$ cat src/rtl/mac_job_arbiter.sv
// Round-robin arbiter/sequencer sharing one MAC control unit among N_REQ requesters.
// Optional WAIT-state timeout abort is compiled in with `define MAC_ARB_TIMEOUT_EN.
module mac_job_arbiter #(
    parameter int N_REQ   = 4,
    parameter int TIMEOUT = 31
) (
    input  logic               clk,
    input  logic               reset,
    input  logic [N_REQ-1:0]   req,
    input  logic [N_REQ-1:0]   req_mode,
    input  logic [8*N_REQ-1:0] req_a,
    input  logic [8*N_REQ-1:0] req_b,
    input  logic [8*N_REQ-1:0] req_c,
    input  logic [8*N_REQ-1:0] req_x,
    output logic [N_REQ-1:0]   gnt,
    output logic [N_REQ-1:0]   rsp_valid,
    output logic [16:0]        rsp_data,
    output logic               rsp_err,
    output logic               busy,
    output logic               mac_mode,
    output logic               mac_valid_input,
    output logic               mac_last_input,
    output logic [7:0]         mac_num_a,
    output logic [7:0]         mac_num_b,
    output logic [7:0]         mac_num_c,
    output logic [7:0]         mac_num_x,
    input  logic               mac_valid_output,
    input  logic [16:0]        mac_final_output
);

    localparam int PW = (N_REQ > 1) ? $clog2(N_REQ) : 1;

    if (N_REQ < 2 || N_REQ > 8 || TIMEOUT < 1) begin : g_cfg_check
        $error("mac_job_arbiter: N_REQ must be 2..8 and TIMEOUT >= 1");
    end

    typedef enum logic [2:0] {
        S_IDLE,
        S_SETUP,
        S_LAUNCH,
        S_WAIT,
        S_RESP
    } state_t;

    state_t            state_q;
    logic [PW-1:0]     rr_ptr_q;
    logic [PW-1:0]     rr_ptr_d;
    logic [PW-1:0]     owner_q;
    logic              mode_q;
    logic [7:0]        a_q, b_q, c_q, x_q;
    logic [N_REQ-1:0]  gnt_q;
    logic [N_REQ-1:0]  rsp_valid_q;
    logic [16:0]       rsp_data_q;
    logic              busy_q;
    logic              vin_q;
    logic              last_q;

    // Per-requester operand views of the flattened buses
    logic [7:0] a_arr [N_REQ];
    logic [7:0] b_arr [N_REQ];
    logic [7:0] c_arr [N_REQ];
    logic [7:0] x_arr [N_REQ];

    always_comb begin
        for (int g = 0; g < N_REQ; g++) begin
            a_arr[g] = req_a[8*g +: 8];
            b_arr[g] = req_b[8*g +: 8];
            c_arr[g] = req_c[8*g +: 8];
            x_arr[g] = req_x[8*g +: 8];
        end
    end

    // Search ascends from rr_ptr with wrap; first set request wins.
    logic          win_found;
    logic [PW-1:0] win_idx;
    logic [PW:0]   probe;

    always_comb begin
        win_found = 1'b0;
        win_idx   = '0;
        probe     = '0;
        for (int k = 0; k < N_REQ; k++) begin
            probe = {1'b0, rr_ptr_q} + (PW+1)'(k);
            if (probe >= (PW+1)'(N_REQ)) begin
                probe = probe - (PW+1)'(N_REQ);
            end
            if (!win_found && req[probe[PW-1:0]]) begin
                win_found = 1'b1;
                win_idx   = probe[PW-1:0];
            end
        end
    end

    assign rr_ptr_d = (owner_q == PW'(N_REQ-1)) ? '0 : owner_q + PW'(1);

`ifdef MAC_ARB_TIMEOUT_EN
    localparam int CW = (TIMEOUT > 1) ? $clog2(TIMEOUT+1) : 1;
    logic [CW-1:0] wait_cnt_q;
    logic          rsp_err_q;
`endif

    always_ff @(posedge clk or posedge reset) begin
        if (reset) begin
            state_q     <= S_IDLE;
            rr_ptr_q    <= '0;
            owner_q     <= '0;
            mode_q      <= 1'b0;
            a_q         <= '0;
            b_q         <= '0;
            c_q         <= '0;
            x_q         <= '0;
            gnt_q       <= '0;
            rsp_valid_q <= '0;
            rsp_data_q  <= '0;
            busy_q      <= 1'b0;
            vin_q       <= 1'b0;
            last_q      <= 1'b0;
`ifdef MAC_ARB_TIMEOUT_EN
            wait_cnt_q  <= '0;
            rsp_err_q   <= 1'b0;
`endif
        end else begin
            // Pulsed outputs default low; data is zero outside the response cycle
            gnt_q       <= '0;
            rsp_valid_q <= '0;
            rsp_data_q  <= '0;
`ifdef MAC_ARB_TIMEOUT_EN
            rsp_err_q   <= 1'b0;
`endif
            unique case (state_q)
                S_IDLE: begin
                    if (win_found) begin
                        state_q <= S_SETUP;
                        owner_q <= win_idx;
                        gnt_q   <= N_REQ'(1) << win_idx;
                        mode_q  <= req_mode[win_idx];
                        a_q     <= a_arr[win_idx];
                        b_q     <= b_arr[win_idx];
                        c_q     <= c_arr[win_idx];
                        x_q     <= x_arr[win_idx];
                        busy_q  <= 1'b1;
                    end
                end
                S_SETUP: begin
                    state_q <= S_LAUNCH;
                    vin_q   <= 1'b1;
                    last_q  <= 1'b1;
                end
                S_LAUNCH: begin
                    state_q <= S_WAIT;
                    vin_q   <= 1'b0;
                    last_q  <= 1'b0;
`ifdef MAC_ARB_TIMEOUT_EN
                    wait_cnt_q <= '0;
`endif
                end
                S_WAIT: begin
                    // A result arriving on the timeout cycle still wins
                    if (mac_valid_output) begin
                        state_q     <= S_RESP;
                        rsp_valid_q <= N_REQ'(1) << owner_q;
                        rsp_data_q  <= mac_final_output;
`ifdef MAC_ARB_TIMEOUT_EN
                    end else if (wait_cnt_q == CW'(TIMEOUT)) begin
                        state_q     <= S_RESP;
                        rsp_valid_q <= N_REQ'(1) << owner_q;
                        rsp_err_q   <= 1'b1;
                    end else begin
                        wait_cnt_q  <= wait_cnt_q + CW'(1);
`endif
                    end
                end
                S_RESP: begin
                    state_q  <= S_IDLE;
                    busy_q   <= 1'b0;
                    rr_ptr_q <= rr_ptr_d;
                end
                default: state_q <= S_IDLE;
            endcase
        end
    end

    assign gnt             = gnt_q;
    assign rsp_valid       = rsp_valid_q;
    assign rsp_data        = rsp_data_q;
    assign busy            = busy_q;
    assign mac_mode        = mode_q;
    assign mac_valid_input = vin_q;
    assign mac_last_input  = last_q;
    assign mac_num_a       = a_q;
    assign mac_num_b       = b_q;
    assign mac_num_c       = c_q;
    assign mac_num_x       = x_q;

`ifdef MAC_ARB_TIMEOUT_EN
    assign rsp_err = rsp_err_q;
`else
    assign rsp_err = 1'b0;
`endif

endmodule

$ cat config.mk
export PLATFORM = sky130hd
export DESIGN_NAME = mac_job_arbiter
export DESIGN_NICKNAME = d
export VERILOG_FILES = /design/src/rtl/mac_job_arbiter.sv
export SDC_FILE = /design/constraint.sdc
export NUM_CORES = 1
export LEC_CHECK = 0
export CAP_MARGIN = 5
export CORE_MARGIN = 5
export CORE_UTILIZATION = 49
export DETAILED_ROUTE_END_ITERATION = 16
export DONT_BUFFER_PORTS = 1
export PLACE_DENSITY = 0.63
export SLEW_MARGIN = 20
export SYNTH_ARGS = -nofsm -noshare
export SYNTH_HDL_FRONTEND = slang
export SYNTH_SLANG_ARGS = --single-unit
$ cat constraint.sdc
create_clock -name clk -period 4.15 [get_ports clk]
set_input_delay 0.6225 -clock clk [delete_from_list [all_inputs] [get_ports clk]]
set_output_delay 0.6225 -clock clk [all_outputs]
set_load 0.01 [all_outputs]
==> results of run 1 <==
## path summary, 6_finish.rpt
| check | startpoint | to | slack (ps) | cells after the start |
|---|---|---|---|---|
| setup / recovery | state_q[2]$_DFFE_PP0P_ | mac_num_a[0]$_DFFE_PP0P_ | 1940 | 3 |
| hold / removal | reset | mac_num_x[4]$_DFFE_PP0P_ | 250 | 1 |
| setup reg to reg | state_q[2]$_DFFE_PP0P_ | mac_num_a[0]$_DFFE_PP0P_ | 1940 | 3 |
| hold reg to reg | owner_q[0]$_DFFE_PP0P_ | rr_ptr_q[0]$_DFFE_PP0P_ | 580 | 1 |
| max in group asynchronous | reset | rr_ptr_q[1]$_DFFE_PP0P_ | 2990 | 2 |
| min in group clk | mac_final_output[4] | rsp_data[4]$_DFF_PP0_ | 400 | 1 |
## synth_stat cells, drive strengths merged
cell,number
o211a,1
nor4,3
o21a,3
clkbuf,16
nand2b,3
conb,1
and2,22
nand2,4
or4,1
and3,34
mux2i,1
nor2b,2
a31oi,33
nand3,1
o221ai,1
o21bai,1
or2,1
a22oi,33
nor3b,1
o21ai,6
inv,5
and4b,1
a21oi,39
nor3,3
a211o,1
buf,28
mux2,2
o31ai,1
dfrtp,67
nor2,42
o211ai,33
ha,4
## kinds of logic (layout without fill, tap and decap cells)
group                      Yosys count  in the layout  synth area share
AOI/OAI and AO/OA                  152            152             0.292
DFF                                 67             67             0.439
buffers and inverters               49             25            0.0744
and+or+nand+nor                    118            118             0.171
other                                1              1          0.000982
muxes                                3              3           0.00852
adders and majority gates            4              4            0.0131
## flip-flops by register name, indices dropped and copies added (netlist names)
signal          cells
busy                1
gnt                 4
mac_last_input      1
mac_mode            1
mac_num_a           8
mac_num_b           8
mac_num_c           8
mac_num_x           8
owner_q             2
rr_ptr_q            2
rsp_data           17
rsp_valid           4
state_q             3
## routing by layer
metal | vias to the layer above | global-route usage | routed length [um]
met1 | 1520 | 0.273 | 4270
met4 | 0 | 0.0903 | 234
met5 | - | 0 | 0
li1 | 1392 | - | -
met3 | 20 | 0.0879 | 1230
met2 | 180 | 0.387 | 5690
## cell type report
type	instances	share of cell area
inverters	5	0.00480
clock inverters	6	0.0128
clock buffers	10	0.0327
repair buffers	4	0.00768
well taps	102	0.0327
multi-input cells	278	0.480
flip-flops and latches	67	0.429
## worst reg2reg max path: stages, from the launching register on
cell and delay [ps]:
dfrtp_1 490, or4_2 1200, a21oi_2 280, a31oi_1 110
## where the power goes
group | internal (mW) | total [mW] | leakage, nW | switching (mW)
Sequential | 0.898 | 1.23 | 0.819 | 0.327
Combinational | 0.389 | 1.04 | 0.666 | 0.649
Clock | 0.223 | 0.496 | 0.0835 | 0.273
## cells in the final DEF, fill, tap and decap left out, drive strengths merged, types with 2 or more instances in the layout
master,n
a21oi,39
a22oi,33
a31oi,33
and2,22
and3,34
buf,4
clkbuf,10
clkinv,2
clkinvlp,2
dfrtp,67
ha,4
inv,7
mux2,2
nand2,4
nand2b,3
nor2,42
nor2b,2
nor3,3
nor4,3
o211ai,33
o21a,3
o21ai,6
## metrics by stage
step / instance area, um^2 / total power [mW] / setup WS, ps
2_1_floorplan: 3820 / 2.08 / 1840
3_3_place_gp: 3720 / 2.25 / 1910
3_5_place_dp: 3720 / 2.28 / 1870
4_1_cts: 3900 / 2.78 / 1960
5_1_grt: 3910 / 2.97 / 1830
6_report: 3910 / 2.76 / 1940
==> metrics.yaml, run 1 <==
route:
  drtAntennaViolNets: 0
  firstDrtPassIters: 5
  vias: 3112
  drtIter0Drc: 211
  wire_per_inst_um: 24.2
  route.detailed.drc: 0
  wl_um: 11400
  via_per_inst: 6.59
grt:
  grt_pass1_wl_um: 17900
  grt_max_degree: 43
  grt_pass1_vias: 3318
  grt_usage: 0.233
  antenna_found_initial: 0
  overflow: 0
hold_path:
  hp-class: "input port to asynchronous set/reset pin"
synth:
  syn_inst: 394
  ys_warn_count: 0
  syn_area_per_cell_um2: 9.69
  yosysTopAreaCell: "dfrtp_1"
  ys_types: 40
  synth_top_area_frac: 0.439
  synth_seq_cells: 67
  synth_seq_area_share: 0.439
  netlist_area_um2: 3820
  synthTopCellsByArea: "dfrtp_1, a21oi_2, a22oi_1"
  syn-num-nets: 554
layout:
  multiInputGateArea_um2: 1880
  area_delta_synth_final_pct: 2.36
  n_antenna_cell: 0
  nFillCells: 705
  layout.nets: 525
  fin_cells: 472
  fin_util: 0.511
  layout-drive-gt1-share: 0.165
  seq_area_um2: 1680
place:
  finalWeightedCongestion: 0.822
  dp_hpwl_um: 7730
  dp_cells: 456
  port_buffers: 0
sta:
  fin_crit_sh: 0.532
  relSlewSlack: 0.307
  whs_ps: 252
  fin_crit_ps: 2210
  drv_slew: 0
  fin_setup_tns_ps: 0
  timing.fmax_mhz: 453
  rsz0062_at_grt: "no"
  skew_ps: 9.55
  final_hold_viol_count: 0
  setup_viol: 0
  tightest_slew_ps: 1040
power_and_ir_drop:
  p_per_area_nw_per_um2: 706
  peakVddDrop_mv: 0.267
  p_leak_nw: 1.57
floorplan:
  dieHeight_um: 98.3
  dieArea_um2: 9660
  fp.dieW_um: 98.3
  initial_core_util: 0.499
  rows: 32
  ios: 218
  core_area_um2: 7650
clock_network:
  cts_max_level: 3
  cts_buffers: 9
  cts_tree: "done"
  post_cts_buffers: 0
  cts.sinks: 67
  clockBufferDepth: 2
  clk_latency_ps: 340
  holdBufCountCts: 0
  cts.repair.resized: 0
  cts-root-buf: "clkbuf_8"
  cts.clk_slew.worst_paths_ps: 80
setup_path:
  cp_data_arrival_time_ps: 2420
  cp.required_ps: 4360
  crit_chain: "or4_2, a21oi_2, a31oi_1"
  cpPeakStageDelay_ps: 1200
  cp_max_fo: 33
  crit_family: "simple AND/OR/NAND/NOR gates"
  start_kind: "flip-flop"
  cpMaxStageDelayCell: "or4_2"
  path_buf_inv: 0
  end_kind: "flip-flop"
  crit_type: "flip-flop to flip-flop"
run:
  max-cap-violations: 0
run_status:
  outcome: "completed"
Power figures use the tool's default switching activity.
==> run 2: changes to the inputs <==
==> constraint.sdc (replaced) <==
create_clock -name clk -period 2.05 [get_ports clk]
set_input_delay 0.3075 -clock clk [delete_from_list [all_inputs] [get_ports clk]]
set_output_delay 0.3075 -clock clk [all_outputs]
set_load 0.01 [all_outputs]
==> run 2 against run 1 <==
  * Worst setup slack worse by 1700 ps
  * Utilization up 2.0 points
  * Sequential share of layout area is 1.6 points lower
  * Non-clock buffer count up 13
  * Global-route usage is 0.64 points higher
  * Largest cell class unchanged
==> metrics.yaml, run 2 (synthesis gave the netlist of run 1 again) <==
setup_path:
  r2r_slack_ps: 220
  cpMaxStageDelayCell: "dfrtp_1"
  start_kind: "flip-flop"
  crit_chain: "o21ai_0, a211o_2, buf_12, a21oi_1, a31oi_1"
  cpPeakStageDelay_ps: 570
  end_kind: "flip-flop"
  cp_data_arrival_time_ps: 2050
  cp.required_ps: 2270
  crit_type: "flip-flop to flip-flop"
  cp_max_fo: 19
route:
  drtIter0Drc: 179
  firstDrtPassIters: 4
  route.detailed.drc: 0
  via_per_inst: 6.38
  drtAntennaViolNets: 0
  wire_per_inst_um: 24.0
  wl_um: 11700
  vias: 3103
power_and_ir_drop:
  switchingPower_mw: 2.57
  p_leak_nw: 1.66
  seqPwrFrac: 0.423
  p_comb_frac: 0.399
  p_int_mw: 3.20
  peakVddDrop_mv: 0.470
  clockPowerShare: 0.178
  p_per_area_nw_per_um2: 1420
  switching_share: 0.445
layout:
  multiInputGateArea_um2: 1870
  area_delta_synth_final_pct: 6.29
  seq_area_um2: 1680
  fin_util: 0.531
  layout-drive-gt1-share: 0.185
  nFillCells: 712
  most-common-layout-cells: "dfrtp_1, nor2_1, and3_1"
  layout_commonest_cell: "dfrtp_1"
  largest_reg_flops: 17
  layout.nets: 538
  fin_cells: 486
clock_network:
  cts.sinks: 67
  clockBufferDepth: 2
  holdBufCountCts: 1
  cts_buffers: 9
  clk_latency_ps: 350
  cts-root-buf: "clkbuf_8"
  cts_tree: "done"
  cts_max_level: 3
  cts.repair.resized: 0
  cts.clk_slew.worst_paths_ps: 90
  post_cts_buffers: 0
grt:
  grt_pass1_wl_um: 18300
  grt_usage: 0.239
  grt_pass1_vias: 3350
  overflow: 0
  grt_max_degree: 48
  antenna_found_initial: 1
floorplan:
  fp.dieW_um: 98.3
  core_area_um2: 7650
  ios: 218
  initial_core_util: 0.499
  dieHeight_um: 98.3
  rows: 32
  dieArea_um2: 9660
sta:
  timing.fmax_mhz: 547
  fin_ws_ps: 223
  setup_viol: 0
  fin_crit_sh: 0.891
  tightest_slew_ps: 709
  drv_slew: 0
  relSlewSlack: 0.526
  final_hold_viol_count: 0
  fin_setup_tns_ps: 0
  fin_crit_ps: 1830
  skew_ps: 12.8
  rsz0062_at_grt: "no"
place:
  finalWeightedCongestion: 0.825
  port_buffers: 0
  post-place-ws_ps: 197
  dp_hpwl_um: 7990
  dp_cells: 468
hold_path:
  hp-class: "input port to flip-flop"
run:
  max-cap-violations: 0
run_status:
  outcome: "completed"
-- run 2: cell count changes in the layout (fill, tap and decap cells not counted) --
| cell | change |
|---|---|
| nor2_1 | +1 |
| buf_4 | +8 |
| buf_12 | +4 |
| diode_2 | +1 |
| dlygate4sd3_1 | +1 |
| o211a_1 | +1 |
| nor2_2 | -1 |
| o211a_2 | -1 |
-- run 2: per-stage QoR --
| stage | total power, mW | area [um^2] | hold slack, ps |
|---|---|---|---|
| after global placement | 4.71 | 3860 | 244 |
| after global routing | 6.21 | 4060 | 64.6 |
| final | 5.77 | 4060 | 73.0 |
| after floorplan | 4.22 | 3820 | 436 |
| after detailed placement | 4.78 | 3860 | 246 |
| after CTS | 5.81 | 4050 | 65.0 |
-- run 2: final cells by class --
cell class	instances	share of cell area
clock inverters	6	0.0123
well taps	102	0.0315
clock buffers	10	0.0315
repair buffers	17	0.0444
flip-flops and latches	67	0.413
diodes	1	0.000617
multi-input cells	278	0.462
inverters	5	0.00463
-- run 2: layer usage --
layer  GRT usage  up-vias  wire, um
li1            -     1423         -
met1       0.289     1480      4480
met2       0.393      179      5770
met3      0.0871       21      1220
met4      0.0861        0       212
met5           0        -         0
-- run 2: path summary, 6_finish.rpt --
check,start,to,depth (start not counted)
setup / recovery,rr_ptr_q[1]$_DFFE_PP0P_,mac_num_b[7]$_DFFE_PP0P_,5
hold / removal,mac_final_output[0],rsp_data[0]$_DFF_PP0_,1
setup reg to reg,rr_ptr_q[1]$_DFFE_PP0P_,mac_num_b[7]$_DFFE_PP0P_,5
hold reg to reg,owner_q[0]$_DFFE_PP0P_,rr_ptr_q[0]$_DFFE_PP0P_,1
max in group asynchronous,reset,owner_q[0]$_DFFE_PP0P_,3
min in group asynchronous,reset,mac_num_x[4]$_DFFE_PP0P_,2
-- run 2: power groups by stage --
stage	combinational, mW	clock, mW	sequential (mW)
after floorplan	1.92	0	2.30
after global placement	2.24	0	2.46
after detailed placement	2.30	0	2.48
after CTS	2.30	1.06	2.46
after global routing	2.58	1.11	2.52
final	2.30	1.03	2.44
-- run 2: worst max-delay path, delay by kind of cell, from the launching register on --
kind | cells | cell delay (ps)
AOI/OAI and AO/OA | 4 | 900
buffers and inverters | 1 | 220
DFF | 1 | 570
